===== src/rtl/wb_dma_per_hs_if.sv =====
// ---------------------------------------------------------------------------
// wb_dma_per_hs_if
//
// Bundle of the per-channel peripheral-side and DMA-side handshake signals
// for wb_dma_per_hs. Every vector is ch_count wide, and bit i belongs to
// channel i.
//
//   Peripheral side : ch_en, per_avail, per_eop, per_abort, err_clr (to block)
//                     per_done, per_err                            (from block)
//   DMA side        : dma_ack_i                                    (to block)
//                     dma_req_o, dma_nd_o, dma_rest_o              (from block)
//   Debug           : state_dbg, 2 bits per channel (0=IDLE, 1=REQ, 2=GAP)
//
// Handshake: dma_req_o[i] is a level. Once it rises, it stays high until the
// first cycle where dma_ack_i[i] is sampled high, or until an abort, a drop
// of ch_en, or a timeout withdraws it. A transfer completes only on a cycle
// where req and ack are both high. When ack is sampled without req, it is
// ignored.
//
// Modports: slave = the handshake block, master = whatever drives it.
// ---------------------------------------------------------------------------
interface wb_dma_per_hs_if #(
    parameter int ch_count = 31
);
    logic [ch_count-1:0]   ch_en;
    logic [ch_count-1:0]   per_avail;
    logic [ch_count-1:0]   per_eop;
    logic [ch_count-1:0]   per_abort;
    logic [ch_count-1:0]   err_clr;
    logic [ch_count-1:0]   dma_ack_i;
    logic [ch_count-1:0]   per_done;
    logic [ch_count-1:0]   per_err;
    logic [ch_count-1:0]   dma_req_o;
    logic [ch_count-1:0]   dma_nd_o;
    logic [ch_count-1:0]   dma_rest_o;
    logic [2*ch_count-1:0] state_dbg;

    modport slave (
        input  ch_en, per_avail, per_eop, per_abort, err_clr, dma_ack_i,
        output per_done, per_err, dma_req_o, dma_nd_o, dma_rest_o, state_dbg
    );

    modport master (
        output ch_en, per_avail, per_eop, per_abort, err_clr, dma_ack_i,
        input  per_done, per_err, dma_req_o, dma_nd_o, dma_rest_o, state_dbg
    );
endinterface


===== src/rtl/wb_dma_per_hs.sv =====
// ---------------------------------------------------------------------------
// wb_dma_per_hs
//
// Peripheral handshake front-end for the wb_dma channel request inputs.
// Each channel runs its own IDLE -> REQ -> GAP state machine. The machine
// turns the peripheral "chunk ready" level into a DMA request. It reports
// completion back as a per_done pulse and raises dma_nd_o when the chunk
// ends a packet. An abort, a drop of ch_en or a timeout withdraws the
// request with a dma_rest_o pulse.
//
// Ports:
//   clk    rising-edge clock
//   rst_i  synchronous, active-high reset
//   bus    wb_dma_per_hs_if.slave (see the interface for the signal list)
//
// Every output is registered.
// ---------------------------------------------------------------------------
module wb_dma_per_hs #(
    parameter int ch_count = 31,
    parameter int GAP_CYC  = 2,
    parameter int TMO_CYC  = 1024,
    parameter int TMO_W    = 16
) (
    input  logic               clk,
    input  logic               rst_i,
    wb_dma_per_hs_if.slave     bus
);

    localparam int GAP_EFF = (GAP_CYC < 1) ? 1 : GAP_CYC;
    // Wide enough to hold GAP_EFF-1.
    localparam int GAP_W = (GAP_EFF < 3) ? 1 : $clog2(GAP_EFF);
    localparam logic [GAP_W-1:0] GAP_LOAD = GAP_W'(GAP_EFF - 1);
    localparam bit TMO_ON = (TMO_CYC != 0);
    localparam logic [TMO_W-1:0] TMO_LAST = TMO_W'((TMO_CYC == 0) ? 0 : TMO_CYC - 1);

    typedef enum logic [1:0] {
        IDLE = 2'd0,
        REQ  = 2'd1,
        GAP  = 2'd2
    } state_t;

    for (genvar i = 0; i < ch_count; i++) begin : g_ch
        state_t           state_q;
        logic             eop_q;
        logic [GAP_W-1:0] gap_q;
        logic [TMO_W-1:0] tmo_q;
        logic             req_q;
        logic             done_q;
        logic             nd_q;
        logic             rest_q;
        logic             err_q;

        logic ack;
        logic abort_evt;
        logic tmo_hit;
        logic leave_req;
        logic err_set;

        assign ack       = bus.dma_ack_i[i];
        // Losing ch_en while requesting is handled exactly like an abort.
        assign abort_evt = bus.per_abort[i] | ~bus.ch_en[i];
        assign tmo_hit   = TMO_ON && (tmo_q == TMO_LAST);
        assign leave_req = ack | abort_evt | tmo_hit;
        // A timeout counts only when nothing else ends the request that cycle.
        assign err_set   = (state_q == REQ) & ~ack & ~abort_evt & tmo_hit;

        always_ff @(posedge clk) begin
            if (rst_i) begin
                state_q <= IDLE;
                eop_q   <= 1'b0;
                gap_q   <= '0;
                tmo_q   <= '0;
                req_q   <= 1'b0;
                done_q  <= 1'b0;
                nd_q    <= 1'b0;
                rest_q  <= 1'b0;
                err_q   <= 1'b0;
            end else begin
                done_q <= 1'b0;
                nd_q   <= 1'b0;
                rest_q <= 1'b0;
                // A set wins over a clear in the same cycle.
                err_q  <= err_set | (err_q & ~bus.err_clr[i]);

                case (state_q)
                    IDLE: begin
                        if (bus.ch_en[i] & bus.per_avail[i] & ~bus.per_abort[i]) begin
                            state_q <= REQ;
                            req_q   <= 1'b1;
                            eop_q   <= bus.per_eop[i];
                            tmo_q   <= '0;
                        end
                    end

                    REQ: begin
                        tmo_q <= tmo_q + 1'b1;
                        if (leave_req) begin
                            req_q <= 1'b0;
                            // Request stays low for GAP_EFF cycles in total.
                            // The IDLE cycle that samples per_avail again is
                            // one of them, so GAP itself lasts GAP_EFF-1 cycles
                            // and is skipped when that is zero.
                            if (GAP_EFF == 1) begin
                                state_q <= IDLE;
                            end else begin
                                state_q <= GAP;
                                gap_q   <= GAP_LOAD;
                            end
                        end
                        if (ack) begin
                            done_q <= 1'b1;
                            nd_q   <= eop_q & ~abort_evt;
                            rest_q <= abort_evt;
                        end else if (abort_evt | tmo_hit) begin
                            rest_q <= 1'b1;
                        end
                    end

                    GAP: begin
                        gap_q <= gap_q - 1'b1;
                        if (gap_q == GAP_W'(1)) begin
                            state_q <= IDLE;
                        end
                    end

                    default: begin
                        state_q <= IDLE;
                        req_q   <= 1'b0;
                    end
                endcase
            end
        end

        assign bus.dma_req_o[i]          = req_q;
        assign bus.per_done[i]           = done_q;
        assign bus.dma_nd_o[i]           = nd_q;
        assign bus.dma_rest_o[i]         = rest_q;
        assign bus.per_err[i]            = err_q;
        assign bus.state_dbg[2*i +: 2]   = state_q;
    end

endmodule


===== src/flat_wrapper.sv =====
// flat-port wrapper written by rule: the top's interface ports become plain ports
module wb_dma_per_hs_flat 
#(
    parameter int ch_count = 31,
    parameter int GAP_CYC  = 2,
    parameter int TMO_CYC  = 1024,
    parameter int TMO_W    = 16
)
  (clk, rst_i, bus_ch_en, bus_per_avail, bus_per_eop, bus_per_abort, bus_err_clr, bus_dma_ack_i, bus_per_done, bus_per_err, bus_dma_req_o, bus_dma_nd_o, bus_dma_rest_o, bus_state_dbg);
  wb_dma_per_hs_if #(.ch_count(ch_count)) bus_i ();
  input  logic clk;
  input  logic rst_i;
  input wire logic [$bits(bus_i.ch_en)-1:0] bus_ch_en;
  input wire logic [$bits(bus_i.per_avail)-1:0] bus_per_avail;
  input wire logic [$bits(bus_i.per_eop)-1:0] bus_per_eop;
  input wire logic [$bits(bus_i.per_abort)-1:0] bus_per_abort;
  input wire logic [$bits(bus_i.err_clr)-1:0] bus_err_clr;
  input wire logic [$bits(bus_i.dma_ack_i)-1:0] bus_dma_ack_i;
  output wire logic [$bits(bus_i.per_done)-1:0] bus_per_done;
  output wire logic [$bits(bus_i.per_err)-1:0] bus_per_err;
  output wire logic [$bits(bus_i.dma_req_o)-1:0] bus_dma_req_o;
  output wire logic [$bits(bus_i.dma_nd_o)-1:0] bus_dma_nd_o;
  output wire logic [$bits(bus_i.dma_rest_o)-1:0] bus_dma_rest_o;
  output wire logic [$bits(bus_i.state_dbg)-1:0] bus_state_dbg;
  assign bus_i.ch_en = bus_ch_en;
  assign bus_i.per_avail = bus_per_avail;
  assign bus_i.per_eop = bus_per_eop;
  assign bus_i.per_abort = bus_per_abort;
  assign bus_i.err_clr = bus_err_clr;
  assign bus_i.dma_ack_i = bus_dma_ack_i;
  assign bus_per_done = bus_i.per_done;
  assign bus_per_err = bus_i.per_err;
  assign bus_dma_req_o = bus_i.dma_req_o;
  assign bus_dma_nd_o = bus_i.dma_nd_o;
  assign bus_dma_rest_o = bus_i.dma_rest_o;
  assign bus_state_dbg = bus_i.state_dbg;
  wb_dma_per_hs #(.ch_count(ch_count), .GAP_CYC(GAP_CYC), .TMO_CYC(TMO_CYC), .TMO_W(TMO_W)) u_core (.clk(clk), .rst_i(rst_i), .bus(bus_i));
endmodule

===== config.mk =====
export PLATFORM = sky130hd
export DESIGN_NAME = wb_dma_per_hs_flat
export DESIGN_NICKNAME = d
export VERILOG_FILES = /design/src/rtl/wb_dma_per_hs_if.sv /design/src/rtl/wb_dma_per_hs.sv /design/src/flat_wrapper.sv
export SDC_FILE = /design/constraint.sdc
export NUM_CORES = 2
export LEC_CHECK = 0
export ABC_AREA = 1
export BUFFER_PORTS_ARGS = -buffer_cell sky130_fd_sc_hd__buf_2
export CAP_MARGIN = 20
export CELL_PAD_IN_SITES_DETAIL_PLACEMENT = 0
export CELL_PAD_IN_SITES_GLOBAL_PLACEMENT = 1
export CORE_ASPECT_RATIO = 1.4
export CORE_UTILIZATION = 44
export CTS_BUF_LIST = sky130_fd_sc_hd__clkbuf_8
export CTS_CLUSTER_DIAMETER = 100
export DETAILED_ROUTE_END_ITERATION = 12
export GPL_ROUTABILITY_DRIVEN = 0
export PLACE_DENSITY_LB_ADDON = 0.05
export RECOVER_POWER = 50
export SYNTH_ARGS = -nofsm -noshare
export SYNTH_HDL_FRONTEND = slang
export SYNTH_SLANG_ARGS = --single-unit

===== constraint.sdc =====
create_clock -name clk -period 2.09 [get_ports clk]
set_clock_uncertainty 0.05 [all_clocks]
set_input_delay 0.3135 -clock clk [delete_from_list [all_inputs] [get_ports clk]]
set_output_delay 0.3135 -clock clk [all_outputs]
set_load 0.02 [all_outputs]

Word level (Yosys, flattened, before mapping)
Index checks and enable logic that the tools add are counted.

word-level totals
  output and inout port bits = 217
  ROM bits = 0
  word-level logic and storage cells = 1,860
  register bits after elaboration = 775
  bits in latches = 0
  memories kept = 0
  RAM bits = 0
  bits of input ports = 188

operators by class
  multipliers = 0
  shifts and indexed selects = 0
  reduce and logical (&&, ||, !) cells = 310
  $add $sub $neg = 62
  equal/unequal tests = 186
  multiplexer cells = 434
  bitwise logic cells = 589
  div/mod/pow operators = 0
  magnitude comparators = 0

operator list
  operator                 count
  $pmux W16 S2             31
  $add A16 B1 Y16 const B  31
  $eq A16 B10 Y1 const B   31
  $mux W16                 31
  $and A1 B1 Y1            217
  $not A1 Y1               217
  $mux W1                  186
  $mux W2                  93
  $ne A2 B1 Y1 const B     93
  $pmux W2 S3              31
  $reduce_and A2 Y1        93
  $reduce_and A3 Y1        62
  $or A1 B1 Y1             155
  $reduce_bool A2 Y1       62
  $pmux W1 S3              31
  $reduce_or A3 Y1         31
  $eq A2 B1 Y1 const B     31
  $eq A2 B2 Y1 const B     31
  $logic_not A2 Y1         31
  $pmux W1 S2              31
  $reduce_or A2 Y1         31
  $sub A1 B1 Y1 const B    31

Depth between registers and ports, before layout
  word-level depth = 6
  depth in mapped cells = 11
  mapped depth without buffers = 11

Least setup slack after synthesis
No wires, ideal clock.

  path type = reg-to-reg
  start point = register u_core.g_ch[15].state_q[0]
  end point = register u_core.g_ch[15].tmo_q[13]
  clock period less this slack = 1.457 ns
  path slack = 0.633 ns
  data required time = 1.925 ns
  setup time = 0.115 ns
  data arrival time = 1.292 ns
  cell stages (with the launch flop) = 10
  cells stage by stage = dfxtp_1 inv_1 nor2_4 inv_1 nand2_4 nand2_1 nor2_2 nand3_1 nand2_1 nor2_1

between the ends
  longest elaborated chain between the ends = 3

ends and longest elaborated chain
  item                                                                 RTL line              text
  from (decl)                                                          wb_dma_per_hs.sv:43   state_t state_q;
  from (signal assigned)                                               wb_dma_per_hs.sv:69   state_q <= IDLE;
  from (signal assigned)                                               wb_dma_per_hs.sv:88   state_q <= REQ;
  from (signal assigned)                                               wb_dma_per_hs.sv:104  state_q <= IDLE;
  $eq A2 B1 Y1 / $logic_not A2 Y1 (equally long branches)              wb_dma_per_hs.sv:85   case (state_q)
  $reduce_bool A2 Y1 (no line) / $ne A2 B1 Y1 (equally long branches)  -
  $reduce_and A2 Y1 (no line)                                          -
  to (signal assigned)                                                 wb_dma_per_hs.sv:96   tmo_q <= tmo_q + 1'b1;
  to (decl)                                                            wb_dma_per_hs.sv:46   logic [TMO_W-1:0] tmo_q;

Several ways; a longest one is shown, not always the timed one.
A chain may end at the register's enable or synchronous reset.

Final worst setup path
  start point = input bus_per_abort[4]
  end point = register u_core.g_ch[4].eop_q

between the ends
  longest elaborated chain between the ends = 3

ends and longest elaborated chain
  item                         RTL line             text
  from (decl)                  flat_wrapper.sv:16   input wire logic [$bits(bus_i.per_abort)-1:0] bus_per_abort;
  $not A1 Y1                   wb_dma_per_hs.sv:87  if (bus.ch_en[i] & bus.per_avail[i] & ~bus.per_abort[i]) begin
  $and A1 B1 Y1                wb_dma_per_hs.sv:87
  $reduce_and A2 Y1 (no line)  -
  to (signal assigned)         wb_dma_per_hs.sv:90  eop_q <= bus.per_eop[i];
  to (decl)                    wb_dma_per_hs.sv:44  logic eop_q;

Every way passes these cells.

==> impl_metrics.toml <==
[cells_and_area]
final_util_pct = 53.90
nets = 6477
final_cell_count_no_fill = 7533
fin_area_sq_mm = 0.04679
area_growth_pct = 21.51
drive_gt1_share_pct = 15.55

[run_status]
outcome = "finished, violations left"
violations = "negative setup slack"

[clock_tree]
path_clk_slew_ns = 0.06
cts.sinks = 775
htreeDepth = 4
clkLatencyLatePin_ns = 0.81
cts_tree = "built"
clock_path_buffers = 3
clockRootBuffer = "clkbuf_8"
cts_buffers = 133

[route]
drt_wl_total_um = 102800
drt_iter0_markers = 1572
via_per_inst = 4.883
drc_errors = 0
num_vias = 36781
ant_nets = 0
drtPass1Iterations = 9
routedWlPerCell_um = 13.65

[setup_path]
start_kind = "primary input"
cp-end-kind = "flop"
cp.arrival_ns = 2.74
path_class = "in2reg"
cp-startpoint = "bus_per_abort[4]"
cp_max_fo = 4
worstPathRequired_ns = 2.73
worstReg2RegStart = "u_core.g_ch[8].tmo_q[1]"

[grt]
grt_pass1_wl_um = 168500
grt_max_degree = 61
grt_util_all_layers_pct = 22.88
first_global_vias = 35788
grt.overflow.total = 0
antenna_found_initial = 5

[power]
vdd_drop_max_uv = 581.8
powerDensity_mw_per_mm2 = 672.5
finalPower_mw = 31.47
leakage_nw = 19.93

[yosys]
synthArstFlopShare_pct = 0
yosysWarnings = 0
synth_area_leaders = "dfxtp_1, nand2_1, inv_1"
synth.cell_area_sq_mm = 0.03851
seq_area_frac_synth_pct = 40.29
netlist_instances = 5602
synth_top_area_share_pct = 40.29
syn_nets = 5821
synth_edf_count = 0
synth-seq-cells = 775
synth.distinct_cells = 49
syn_area_per_cell_sq_um = 6.874
yosysTopAreaCell = "dfxtp_1"
ys.flop_type = "dfxtp_1"

[sta]
finalSetupViolations = 2
fin_ws_ns = -0.01416
tightestPinTransition_ns = 0.6535
maxSlewViolCount = 0
fin_crit_sh_pct = 100.7
layout_min_cycle_time_ns = 2.104
hold_viol_final = 0
slew_headroom_pct = 56.28
max_clock_freq_ghz = 0.4752

[floorplanning]
core_area_sq_mm = 0.08680
rows = 128
die_w_um = 252.0
num_io_pins = 405
start_util_pct = 44.36
die-area_sq_mm = 0.08872
chipHeight_um = 352.0

[placed_design]
placed_area_sq_mm = 0.04089
pre_cts_slack_ns = 0.2434
hpwl_um = 71710
dp.cells = 6997
portBuffers = 404

[hold_path]
hp-class = "in2reg"
min_from = "rst_i"

[job]
maxCapViolations = 0
## placed cells by master, fill, tap and decap left out, drive strengths merged, types with 6 or more instances in the layout
cell type and instances:
a2bb2oi 13, inv 872, nor3b 25, o211a 9, clkbuf 184, a211oi 6
nor3 171, nand3b 9, nand3 450, nor2 707, o21ai 325, ha 31
and3 17, a31oi 13, nor4 23, or2 17, xor2 6, clkinv 17
o211ai 12, nand4 124, a21oi 520, o21a 9, buf 462, dfxtp 775
dlygate4sd3 278, o21bai 14, nand2 1252
## cell usage after synthesis (33+ instances only)
master	number
nand3_1	407
buf_4	159
nor3_1	142
inv_1	803
inv_2	34
nor2_2	58
a21oi_1	520
nor2_1	616
nand2_2	38
nand4_1	120
nor2_4	33
nand3_2	41
dfxtp_1	775
o21ai_0	300
buf_2	54
nand2_1	1199
## report_power, final
part	leakage [nW]	switching [mW]	internal [mW]
combinational	12.1	1.35	0.882
sequential	6.27	0.120	15.0
clock	1.58	6.33	7.83
## metrics by stage
step	hold slack (ns)	TNS, ns
6_report	0.05093	-0.02546
5_1_grt	-0.001215	-0.1208
4_1_cts	0.004862	0
3_5_place_dp	0.3804	0
3_3_place_gp	0.3719	0
2_1_floorplan	0.3638	0
## path summary, 6_finish.rpt
path                                     to  slack [ns]  cells after the start
setup / recovery       u_core.g_ch[4].eop_q       -0.01                     10
hold / removal       u_core.g_ch[27].rest_q        0.05                      4
setup reg to reg  u_core.g_ch[8].state_q[0]        0.07                      9
hold reg to reg       u_core.g_ch[23].eop_q        0.39                      2
## timing repair
item,4_1_cts,5_1_grt
buffers inserted,0,15
resized for setup,0,100
endpoints found under the hold margin,521,49
hold buffers,280,12
endpoints found under the setup margin,0,81
## layout make-up
class	count	area, sq um
timing repair buffer	742	5368
multi-input combinational	3767	18490
tap	1170	1464
clock inverter	55	259.0
fill	8905	40010
inverter	839	3162
sequential	775	15540
antenna	3	7.507
clock buffer	182	2505
## kinds of logic after synthesis
| group | Yosys count | synth area share (%) |
|---|---|---|
| compound gates | 933 | 12.79 |
| xor+xnor | 6 | 0.1365 |
| flops | 775 | 40.29 |
| fa+ha+maj | 31 | 1.007 |
| simple gates | 2797 | 33.70 |
| buf+inv | 1060 | 12.08 |
## critical path: stages
cell and delay, ns:
dlygate4sd3_1 0.56, buf_2 0.13, inv_1 0.05, nand2_2 0.04, dlygate4sd3_1 0.62, inv_1 0.09, nand3_1 0.15, o21ai_0 0.18
dlygate4sd3_1 0.57, a21oi_1 0.04
## sequential cells by signal, indices dropped and copies added (netlist names)
name and flops:
u_core.g_ch.tmo_q 496, u_core.g_ch.state_q 62, u_core.g_ch.done_q 31, u_core.g_ch.eop_q 31, u_core.g_ch.err_q 31, u_core.g_ch.gap_q 31
u_core.g_ch.nd_q 31, u_core.g_ch.req_q 31, u_core.g_ch.rest_q 31
## metal layers
metal  track usage, %  vias to the layer above  share of wire [%]
met1            26.08                    16562                 43
met3            5.010                      168                4.5
met2            41.53                      686                 50
li1                 -                    19363                  -
met5                0                        -              0.019
met4            7.818                        2                2.6
Power figures use the tool's default switching activity.
